`src/rtl/alu_rr_scheduler.sv`:
```
// Round-robin front end for a single registered add/sub ALU: grants one requester at a time,
// waits out the ALU latency, then returns the result tagged with the issuer's ID.
module alu_rr_scheduler #(
    parameter int NUM_REQ     = 4,
    parameter int ALU_LATENCY = 1,
    parameter int OP_W        = 3,
    parameter int RES_W       = OP_W + 1,
    parameter int ID_W        = $clog2(NUM_REQ)
) (
    input  logic                    clock,
    input  logic                    reset,
    input  logic [NUM_REQ-1:0]      req_valid,
    output logic [NUM_REQ-1:0]      req_ready,
    input  logic [NUM_REQ*OP_W-1:0] req_a,
    input  logic [NUM_REQ*OP_W-1:0] req_b,
    input  logic [NUM_REQ-1:0]      req_sel,
    output logic [OP_W-1:0]         alu_a,
    output logic [OP_W-1:0]         alu_b,
    output logic                    alu_sel,
    input  logic [RES_W-1:0]        alu_result,
    output logic                    rsp_valid,
    input  logic                    rsp_ready,
    output logic [ID_W-1:0]         rsp_id,
    output logic [RES_W-1:0]        rsp_result,
    output logic                    busy
);

    localparam int CNT_W = (ALU_LATENCY < 1) ? 1 : $clog2(ALU_LATENCY + 1);

    typedef enum logic [1:0] {
        IDLE = 2'd0,
        WAIT = 2'd1,
        RESP = 2'd2
    } state_t;

    state_t             state_q, state_d;
    logic [CNT_W-1:0]   cnt_q, cnt_d;
    logic [ID_W-1:0]    last_grant_q, last_grant_d;
    logic [OP_W-1:0]    alu_a_q, alu_a_d;
    logic [OP_W-1:0]    alu_b_q, alu_b_d;
    logic               alu_sel_q, alu_sel_d;
    logic               rsp_valid_q, rsp_valid_d;
    logic [ID_W-1:0]    rsp_id_q, rsp_id_d;
    logic [RES_W-1:0]   rsp_result_q, rsp_result_d;

    logic [OP_W-1:0]    a_slot [NUM_REQ];
    logic [OP_W-1:0]    b_slot [NUM_REQ];
    logic               grant_found;
    logic [ID_W-1:0]    grant_idx;
    logic [ID_W-1:0]    cand;

    genvar gi;
    generate
        for (gi = 0; gi < NUM_REQ; gi++) begin : g_slot
            assign a_slot[gi] = req_a[gi*OP_W +: OP_W];
            assign b_slot[gi] = req_b[gi*OP_W +: OP_W];
        end
    endgenerate

    // Search starts just after the last winner, so the previous grantee has lowest priority.
    always_comb begin
        grant_found = 1'b0;
        grant_idx   = '0;
        cand        = '0;
        for (int k = 1; k <= NUM_REQ; k++) begin
            cand = ID_W'((int'(last_grant_q) + k) % NUM_REQ);
            if (!grant_found && req_valid[cand]) begin
                grant_found = 1'b1;
                grant_idx   = cand;
            end
        end
    end

    always_comb begin
        req_ready = '0;
        if (state_q == IDLE && grant_found) begin
            req_ready[grant_idx] = 1'b1;
        end
    end

    always_comb begin
        state_d      = state_q;
        cnt_d        = cnt_q;
        last_grant_d = last_grant_q;
        alu_a_d      = alu_a_q;
        alu_b_d      = alu_b_q;
        alu_sel_d    = alu_sel_q;
        rsp_valid_d  = rsp_valid_q;
        rsp_id_d     = rsp_id_q;
        rsp_result_d = rsp_result_q;
        case (state_q)
            IDLE: begin
                if (grant_found) begin
                    alu_a_d      = a_slot[grant_idx];
                    alu_b_d      = b_slot[grant_idx];
                    alu_sel_d    = req_sel[grant_idx];
                    rsp_id_d     = grant_idx;
                    last_grant_d = grant_idx;
                    cnt_d        = CNT_W'(ALU_LATENCY);
                    state_d      = WAIT;
                end
            end
            WAIT: begin
                // Counter hits zero exactly when the ALU output reflects the held operands.
                if (cnt_q == '0) begin
                    rsp_result_d = alu_result;
                    rsp_valid_d  = 1'b1;
                    state_d      = RESP;
                end else begin
                    cnt_d = cnt_q - 1'b1;
                end
            end
            RESP: begin
                if (rsp_ready) begin
                    rsp_valid_d = 1'b0;
                    state_d     = IDLE;
                end
            end
            default: state_d = IDLE;
        endcase
    end

    always_ff @(posedge clock) begin
        if (reset) begin
            state_q      <= IDLE;
            cnt_q        <= '0;
            last_grant_q <= ID_W'(NUM_REQ - 1);
            alu_a_q      <= '0;
            alu_b_q      <= '0;
            alu_sel_q    <= 1'b0;
            rsp_valid_q  <= 1'b0;
            rsp_id_q     <= '0;
            rsp_result_q <= '0;
        end else begin
            state_q      <= state_d;
            cnt_q        <= cnt_d;
            last_grant_q <= last_grant_d;
            alu_a_q      <= alu_a_d;
            alu_b_q      <= alu_b_d;
            alu_sel_q    <= alu_sel_d;
            rsp_valid_q  <= rsp_valid_d;
            rsp_id_q     <= rsp_id_d;
            rsp_result_q <= rsp_result_d;
        end
    end

    assign alu_a      = alu_a_q;
    assign alu_b      = alu_b_q;
    assign alu_sel    = alu_sel_q;
    assign rsp_valid  = rsp_valid_q;
    assign rsp_id     = rsp_id_q;
    assign rsp_result = rsp_result_q;
    assign busy       = (state_q != IDLE);

endmodule

```
`config.mk`:
```
export PLATFORM = sky130hd
export DESIGN_NAME = alu_rr_scheduler
export DESIGN_NICKNAME = d
export VERILOG_FILES = /design/src/rtl/alu_rr_scheduler.sv
export SDC_FILE = /design/constraint.sdc
export NUM_CORES = 1
export LEC_CHECK = 0
export ABC_AREA = 0
export CORE_ASPECT_RATIO = 1.5
export CORE_UTILIZATION = 41
export DETAILED_ROUTE_END_ITERATION = 16
export GPL_ROUTABILITY_DRIVEN = 0
export PLACE_DENSITY = 0.84
export SYNTH_ARGS = -nofsm -noshare
export SYNTH_HDL_FRONTEND = slang
export SYNTH_SLANG_ARGS = --single-unit
export TNS_END_PERCENT = 10
```
`constraint.sdc`:
```
create_clock -name clock -period 3.2 [get_ports clock]
set_input_delay 0.64 -clock clock [delete_from_list [all_inputs] [get_ports clock]]
set_output_delay 0.64 -clock clock [all_outputs]
set_load 0.01 [all_outputs]
```
======== After elaboration in Yosys (flattened, before gate mapping) ========
Cells that the tools add are included.
cells by class
  muxes and demuxes ....................... 37
  divide/modulo/power cells ............... 0
  reduce and logical (&&, ||, !) cells .... 17
  shifts and indexed selects .............. 0
  bitwise gates (word level) .............. 2
  $lt $le $gt $ge ......................... 7
  multiply operators ...................... 0
  eq/ne operators ......................... 5
  add/subtract/negate cells ............... 5
operator list
  kind                                                                   count
  2-bit by 3-bit < comparator with 1-bit output, second input constant   5
  1-bit two-way mux                                                      14
  2-bit two-way mux                                                      7
  3-bit binary-select mux with 2-bit select                              2
  3-bit two-way mux                                                      4
  1-bit binary-select mux with 2-bit select                              5
  2-bit inequality test, second input constant                           3
  2-bit case mux with 3 select lines                                     1
  2-bit AND reduction                                                    3
  3-bit AND reduction                                                    2
  2-bit nonzero test                                                     3
  1-bit logical AND                                                      5
  2-bit by 1-bit adder with 2-bit output, second input constant          2
  2-bit adder, second input constant                                     2
  4-bit two-way mux                                                      1
  1-bit case mux with 2 select lines                                     2
  3-bit >= comparator, second input constant                             1
  1-bit logical NOT                                                      3
  2-bit inverter with 3-bit output                                       1
  1-bit demux with 2-bit select                                          1
  2-bit by 1-bit == test with 1-bit output, second input constant        1
  2-bit == test, second input constant                                   1
  2-bit by 1-bit >= comparator with 1-bit output, second input constant  1
  2-bit logical NOT                                                      1
  other kinds (2)                                                        2
word-level totals
  memory bits (writable) .................. 0
  bits in read-only memories .............. 0
  output and inout port bits .............. 19
  bits in registers ....................... 19
  memories kept ........................... 0
  latch bits .............................. 0

======== Longest topological paths before layout ========
Gate-level depths: netlist (run 1).
  depth after elaboration ................. 18
  gate-level depth with buffers ........... 7
  gate-level depth less buffers ........... 5

======== Worst setup path after synthesis (run 1) ========
No wires, ideal clock.
  kind .................................... in2out
  start point ............................. input req_valid[2]
  end point ............................... output req_ready[1]
  arrival ................................. 1.649 ns
  path buffers ............................ 1
  setup slack ............................. 0.911 ns
  stages .................................. 5
  cells stage by stage .................... nand2b_1 > a21o_1 > o311ai_1 > buf_2 > nor3b_1
on the way
  word-level cells in the longest chain between the ends .. 17
  elaborated cells on any way between the ends .. 29
  those cells by class .................... 2 x order compare; 19 x mux; 8 x reduce/logical
RTL lines
  what                                                                                                                                   RTL line  text
  from (decl)                                                                                                                            12        input logic [NUM_REQ-1:0] req_valid,
  1-bit binary-select mux with 2-bit select                                                                                              67        if (!grant_found && req_valid[cand]) begin
  1-bit two-way mux (not written as such)                                                                                                67
  1-bit two-way mux                                                                                                                      67
  1-bit logical NOT                                                                                                                      67
  1-bit logical AND                                                                                                                      67
  1-bit two-way mux                                                                                                                      67
  1-bit logical NOT                                                                                                                      67
  1-bit logical AND                                                                                                                      67
  1-bit two-way mux                                                                                                                      67
  1-bit logical NOT                                                                                                                      67
  1-bit logical AND                                                                                                                      67
  2-bit two-way mux                                                                                                                      67
  2-bit by 3-bit < comparator with 1-bit output (not written as such) or 2-bit by 1-bit >= comparator with 1-bit output (tied branches)  77        req_ready[grant_idx] = 1'b1;
  1-bit logical AND (not written as such)                                                                                                77
  1-bit two-way mux (not written as such)                                                                                                77
  1-bit demux with 2-bit select                                                                                                          77
  4-bit two-way mux (*)                                                                                                                  76        if (state_q == IDLE && grant_found) begin
  to (decl)                                                                                                                              13        output logic [NUM_REQ-1:0] req_ready,
Every way passes the cells marked *; elsewhere a longest branch is shown, timed or not. The select of a mux whose other input is x is not followed.

======== Final worst setup path (run 1) ========
  start point ............................. input req_valid[3]
  end point ............................... output req_ready[1]
Same word-level chain as after synthesis.

==> impl_summary.md, run 1 <==
Run status
The flow ran to the end, but the final reports show violations. The checks that failed: DRC.

Detailed routing
After detailed routing, the number of remaining DRC violations is 10. The residual antenna-violating net count after detailed routing is 0. For this block, the initial DRC count from the detailed router was 27. The number of search-and-repair iterations in the first detailed-routing pass is 10. The number of vias after detailed routing is approximately 1,100. The detail-routed via count per cell is about 5.4. The final layout contains routed wiring with a total length of between 2000 and 3000 um. The routed length per placed instance is roughly 15 um.

Synth
The number of enable-type register cells in the synthesized netlist is 0. Ranked by instance count, the synthesized netlist is headed by dfxtp_1 (19), mux2i_1 (18), nor2_1 (16). The distinct cell type count of the synthesized netlist is 25. Summing the areas of all and, or, nand and nor instances in the mapped netlist gives a little under a quarter of the synthesized area. The post-synthesis adder-cell area fraction is 0%. The synthesized netlist net count is roughly 150. The count of yosys warnings during synthesis is 0.

The leading area contributor after synthesis is dfxtp_1. Sequential elements use 35.8% of the synthesized area. The area fraction of the dominant cell type after synthesis is between 30% and 40%.

After synthesis the cells add up to around 1100 um^2. In the synthesized netlist the async set-or-reset flop fraction comes to 0%. The number of synthesized register bits is 19. Sorting the synthesized cells by area gives the leading types as dfxtp_1 (36%), mux2i_1 (17%), mux2_2 (7.4%). The dominant synthesized flop cell is dfxtp_1. The combinational family with the most area after synthesis is multiplexers. After technology mapping, the gate count stands at 115. The leading cell type by number of instances after synthesis is dfxtp_1. A synthesized cell averages roughly 9.2 um^2. The xor/xnor cell area share of the yosys netlist is 0%. Measured against the total synthesized area, the mux share comes to between 20% and 30%. The synthesized netlist devotes 11.1% of its cell area to compound gates.

Power
The analysis attributes to net switching a power of approximately 0.00023 W. The internal power of the cells totals about 0.00052 W. Summed over all cells, the static leakage comes to roughly 0.67 nW. The sequential share of power is 39.6%. The combinational group share of total power is roughly 45%. The share of total power dissipated in the clock network is around 16%. The ratio of total power to cell area is roughly 440 nW/um^2. In this run switching power makes up between 30% and 40% of total power. The worst vdd rail ir drop is about 0.37 mV.

Clock network
TritonCTS built the clock tree. The clock edge transition at the registers on the reported setup and hold paths is approximately 100 ps. The later pin in the worst-skew pair is clocked with a latency of 280 ps. The number of clock sinks is 19.

CTS built an H-tree with a depth of 1. The root buffer cell is clkbuf_4. The setup fix buffers added after clock tree synthesis is 0. In this run, CTS created clock tree buffers numbering 3. The number of buffers on the longest clock path is 2.

STA
After layout, the minimum clock period comes to approximately 3100 ps. The count of final hold-check violations came to 0. The post-route clock skew is about 2.0 ps. Measured against its own limit, the worst slew margin works out to a little under two thirds. After layout, the worst path uses between 90% and 100% of the clock period.

Setup violations remaining at the end of the flow were counted as 0. The maximum frequency from static timing analysis is 320 MHz. Setup repair after global routing could not meet its margin everywhere.

The slew of the pin with the lowest slew margin is between 500 and 600 ps. The setup TNS is 0 ps. The final number of max-transition violations is 0.

Final layout
The core utilization of the finished layout is 69.7%. In the final design database the tool counted ~220 nets. The share of cells above drive strength 1 is between 10% and 20%.

The diode insertion count for antenna repair is 0. The number of non-filler instances in the completed layout is 200. Once layout is done, the placed cells without fillers occupy between 1500 and 2000 um^2. Compared with the post-synthesis result, the final layout area differs by 61.0%.

Critical path
The worst setup path is launched from an input port. The highest net fanout along the worst path is 8. The data arrival time at the worst-slack endpoint is 2480 ps. At the worst endpoint, the required time is about 2600 ps. The type of element capturing the critical path is an output pin. The worst setup path is of the in2out kind.

Die
The die covers roughly 2800 um^2. The die height is approximately 64 um. For this configuration, the core starts out at a cell density of between 40% and 50%. After floorplanning, the core was divided into 22 placement rows. From left edge to right edge, the die measures about 44 um.

The core footprint is ~2400 um^2. between 50 and 60 I/O pins were placed.

Placed design
The number of placed instances, taps included, is slightly below 200. The instance area at placement is about 1700 um^2. Detailed placement ended at an HPWL of 2380 um.

The count of buffers added on input and output ports is between 50 and 60.

Global route
The largest net degree at the start of global routing is 20. The wire length of the first global-routing pass is between 4000 and 5000 um. The total track usage is a little under a quarter. The number of antenna violations at the first check in global routing is 0.

The total overflow left after global routing is 0. The number of global-route vias before repair is 1,121.

Hold path
The worst hold path belongs to the class reg2reg.

Flow run
The max-capacitance violation count is 0.
-- per-layer routing --
metal	up-vias	wire length, um	global-route usage [%]
li1	526	-	-
met1	513	1050	22.5
met2	41	1690	44.3
met3	6	188	5.37
met4	0	56	8.20
met5	-	0	0
-- flip-flops by register name, summed over array words and instances, names as in the netlist --
name and flops:
rsp_result 4, alu_a 3, cnt_q 1, rsp_valid 1
alu_sel 1, alu_b 3, state_q 2, last_grant_q 2
rsp_id 2
-- metrics by stage --
stage	setup slack, ps	hold WS, ps	power (W)
floorplan	911	477	0.000484
global placement	-13.4	459	0.000617
detailed placement	-73.6	463	0.000629
CTS	25.8	481	0.000749
global route	-31.1	496	0.000796
finish	77.0	486	0.000747
-- critical path, stage by stage --
cell	delay (ps)
clkdlybuf4s50_1	540
nor2_1	100
o311ai_4	390
nor3b_2	240
clkdlybuf4s50_1	570
-- layout by cell type (no fill, tap or decap), types with 2 or more instances in the layout --
cell	n
nand2_1	5
mux2_2	7
o21ai_2	2
dfxtp_1	19
mux2i_1	18
nor3_1	4
buf_4	7
or2_2	3
nand2b_1	2
a21oi_1	4
nor2_1	16
nor2b_1	4
o21ai_1	6
clkbuf_4	3
clkdlybuf4s50_1	56
nand3b_1	7
o21ai_0	2
-- worst paths after layout --
check	startpoint	end	slack, ps	depth (start not counted)
hold reg to reg	alu_b[0]	alu_b[0]	490	2
setup reg to reg	last_grant_q[0]	alu_b[2]	1550	6
hold / removal	alu_b[0]	alu_b[0]	490	2
setup / recovery	req_valid[3]	req_ready[1]	80	5
-- logic make-up after synthesis --
| family | after synthesis |
|---|---|
| buf+inv | 7 |
| mux | 25 |
| compound gates | 18 |
| simple gates | 46 |
| flops | 19 |
-- power groups by stage --
stage	Sequential, W	Clock, W	Combinational (W)
after CTS	0.000295	0.000119	0.000335
after floorplan	0.000308	0	0.000176
final	0.000296	0.000117	0.000335
after global routing	0.000301	0.000135	0.000360
after global placement	0.000298	0	0.000319
after detailed placement	0.000300	0	0.000330
-- layout make-up --
type | instances | area [um^2]
Fill cell | 205 | 742
Tap cell | 24 | 30.0
Sequential cell | 19 | 380
Clock buffer | 4 | 26.3
Multi-Input combinational cell | 89 | 646
Timing Repair Buffer | 64 | 626
-- timing repair --
item,CTS,global route
resized for setup,1,3
hold buffers,0,0
setup endpoints to repair,2,4
pin swaps,0,0
hold endpoints to repair,0,0
Power figures use the tool's default switching activity.
==> inputs of run 2 (changes only) <==
--- a/config.mk
+++ b/config.mk
@@ -7,10 +7,10 @@
 export LEC_CHECK = 0
 export ABC_AREA = 0
 export CORE_ASPECT_RATIO = 1.5
-export CORE_UTILIZATION = 41
+export CORE_UTILIZATION = 35
 export DETAILED_ROUTE_END_ITERATION = 16
 export GPL_ROUTABILITY_DRIVEN = 0
-export PLACE_DENSITY = 0.84
+export PLACE_DENSITY = 0.74
 export SYNTH_ARGS = -nofsm -noshare
 export SYNTH_HDL_FRONTEND = slang
 export SYNTH_SLANG_ARGS = --single-unit
==> impl_summary.md, run 2 (synthesized netlist as in run 1, its figures left out) <==
STA
The count of final hold-check violations is 0. The post-route clock skew is approximately 7.2 ps. Based on the critical path, the design can be clocked at up to around 320 MHz. The final number of max-transition violations is 0.

For the pin with the worst max-slew slack, the measured transition is roughly 520 ps. The fraction of the cycle the final worst path needs is 97.3%. Setup violations remaining at the end of the flow were counted as 0.

The remaining max-slew budget at the tightest pin is between 60% and 70%. The worst path in the final design needs a cycle of ~3100 ps, including I/O delays and setup.

Global route
The first global-routing pass estimated 4540 um of wire. The number of antenna violations at the first check in global routing came to 0. The sum of overflow across all layers after global routing is 0.

Global routing used approximately a fifth of the available tracks across all layers. The largest net degree at the start of global routing is 20. The number of global-route vias before repair is approximately 1,100.

Placed design
After legalization and detailed placement, the total HPWL measured ~2300 um. Port buffering added 57 buffers. In this run, placement finished with an instance count of 210.

Critical path
The data arrival time at the worst-slack endpoint is roughly 2500 ps. The data required time at the worst endpoint is around 2600 ps. The worst setup path is launched from an input port.

In this design, the largest share of critical-path delay is due to buffers and inverters. Counting both buffers and inverters, the worst setup path holds a total of 3. The peak per-stage delay on the critical path is about 560 ps.

Traced cell by cell, the critical path runs through clkdlybuf4s50_1 > buf_4 > nor2b_1 > o21ai_1 > o311ai_2 > nor3_1 > clkdlybuf4s50_1. Of all nets on the critical path, the largest fanout is 6. STA classifies the critical path endpoint as an output pin.

The slowest cell on the critical path is clkdlybuf4s50_1. The class of the most critical setup path is in2out. The most prevalent standard cell on the critical path is clkdlybuf4s50_1.

Detailed routing
The post-route DRC violation count is 0. The total routed wirelength is about 2900 um. The residual antenna-violating net count after detailed routing is 0.

The routed layout has 1,036 vias. The initial DRC count is 12. The number of search-and-repair iterations in the first detailed-routing pass is 4.

Using the TritonRoute via totals, the vias-per-cell ratio works out to approximately 4.8. The routed length per placed instance is 13.4 um.

Flow run
The max-capacitance violation count is 0.

Final layout
The leading cell type in the layout, fill and taps excluded is clkdlybuf4s50_1. The diode insertion count for antenna repair is 0. The number of nets in the final layout is ~220. The area of the multi-input gates is around 630 um^2.

Relative to the synthesized area, the layout overhead comes to 62.5%. The core utilization of the finished layout is 59.8%. The filler cells instantiated in the layout total 290. The area occupied by registers is between 300 and 400 um^2. The number of non-filler instances in the completed layout is about 210.

Leaving out fill and tap cells, the most frequent cells in the layout are clkdlybuf4s50_1 (56), dfxtp_1 (19), mux2i_1 (18). The share of cells above drive strength 1 is between 10% and 20%. The register with the most flip-flops in the layout has 4 of them.

Die
The die outline area is around 3300 um^2. The I/O pin total is 58. The number of placement rows is 24. From bottom edge to top edge, the die measures slightly below 70 um.

Measured along the x axis, the die boundary spans roughly 47 um. The initial core utilization is a little under two fifths. The core footprint is between 2000 and 3000 um^2.

Clock network
The clock net in this run drives a total of 19 sinks. The number of CTS-inserted buffers is 3. The root buffer cell is clkbuf_8. Counting along the longest clock path gives a buffer depth of 2. The number of H-tree levels is 1. The source-to-sink clock delay at the later pin of the worst-skew pair is between 200 and 300 ps. The clock tree from TritonCTS is yes. The number of setup buffers added after CTS is 0. The clock edge transition at the registers on the reported setup and hold paths is 70 ps.

Hold path
The path class of the tightest hold or removal check is reg2reg.

Power
The analysis attributes to net switching a power of about 0.00023 W. In this run the power density over the cells is 450 nW/um^2. Of the total power, the share spent switching nets is between 20% and 30%.

The leakage power of the design is around 0.67 nW. The worst vdd rail ir drop is 0.380 mV. In this run, the combinational gates consume about two fifths of the power. The internal power of the cells totals ~0.00055 W. The clock network is responsible for about a fifth of the overall power.

The sequential share of power is a little under two fifths.

Run status
The run finished with clean final reports.
[run 2: changes by cell type in the layout (fill, tap and decap cells not counted)]
cell,change
o311ai_4,-1
buf_4,-1
o311ai_2,+1
o21ai_1,+1
o21ai_2,-1
clkbuf_8,+3
clkbuf_4,-3
[run 2: layout make-up]
class                           count  share of cell area [%]
Clock buffer                        4                    2.61
Tap cell                           39                    2.83
Sequential cell                    19                    22.1
Multi-Input combinational cell     89                    36.6
Timing Repair Buffer               63                    35.8
[run 2: metal layers]
metal	routed length [um]	part of all wire (%)	global-route usage (%)	vias to the layer above
met1	1180	41	21.4	467
met2	1420	50	31.2	39
met4	70	2.4	7.62	0
met3	188	6.6	4.43	6
li1	-	-	-	524
met5	0	0	0	-
[run 2: power by group through the flow]
stage | sequential, W | clock [W] | combinational (W)
2_1_floorplan | 0.000308 | 0 | 0.000176
6_report | 0.000295 | 0.000161 | 0.000321
3_5_place_dp | 0.000300 | 0 | 0.000319
4_1_cts | 0.000295 | 0.000165 | 0.000323
5_1_grt | 0.000301 | 0.000174 | 0.000348
3_3_place_gp | 0.000299 | 0 | 0.000314
[run 2: worst paths after layout]
check | start | to | slack [ps] | cells after the start
min reg2reg | rsp_id[1] | rsp_id[1] | 470 | 2
min | rsp_id[1] | rsp_id[1] | 470 | 2
max reg2reg | last_grant_q[1] | alu_b[2] | 1540 | 6
max | req_valid[1] | req_ready[0] | 90 | 7
[run 2: tightest hold or removal path: cells and delay by family, from the launching register on]
family | cells | cell delay [ps]
compound gates | 1 | 50
flops | 1 | 320
simple gates | 1 | 50
[run 2: stage by stage]
step           TNS (ps)  hold slack (ps)  power (W)  setup WS [ps]  area (um^2)
6_report              0              468   0.000776           87.8         1720
5_1_grt           -4.13              483   0.000822          -4.13         1720
4_1_cts               0              474   0.000783           51.3         1720
3_5_place_dp      -80.2              464   0.000619          -80.2         1660
3_3_place_gp      -15.8              455   0.000613          -15.8         1660
2_1_floorplan         0              477   0.000484            911         1060
[run 2: repair_timing]
item | in CTS | in global routing
gates resized for setup | 1 | 2
cloned | 0 | 0
endpoints found under the setup margin | 1 | 2
hold buffers | 0 | 0
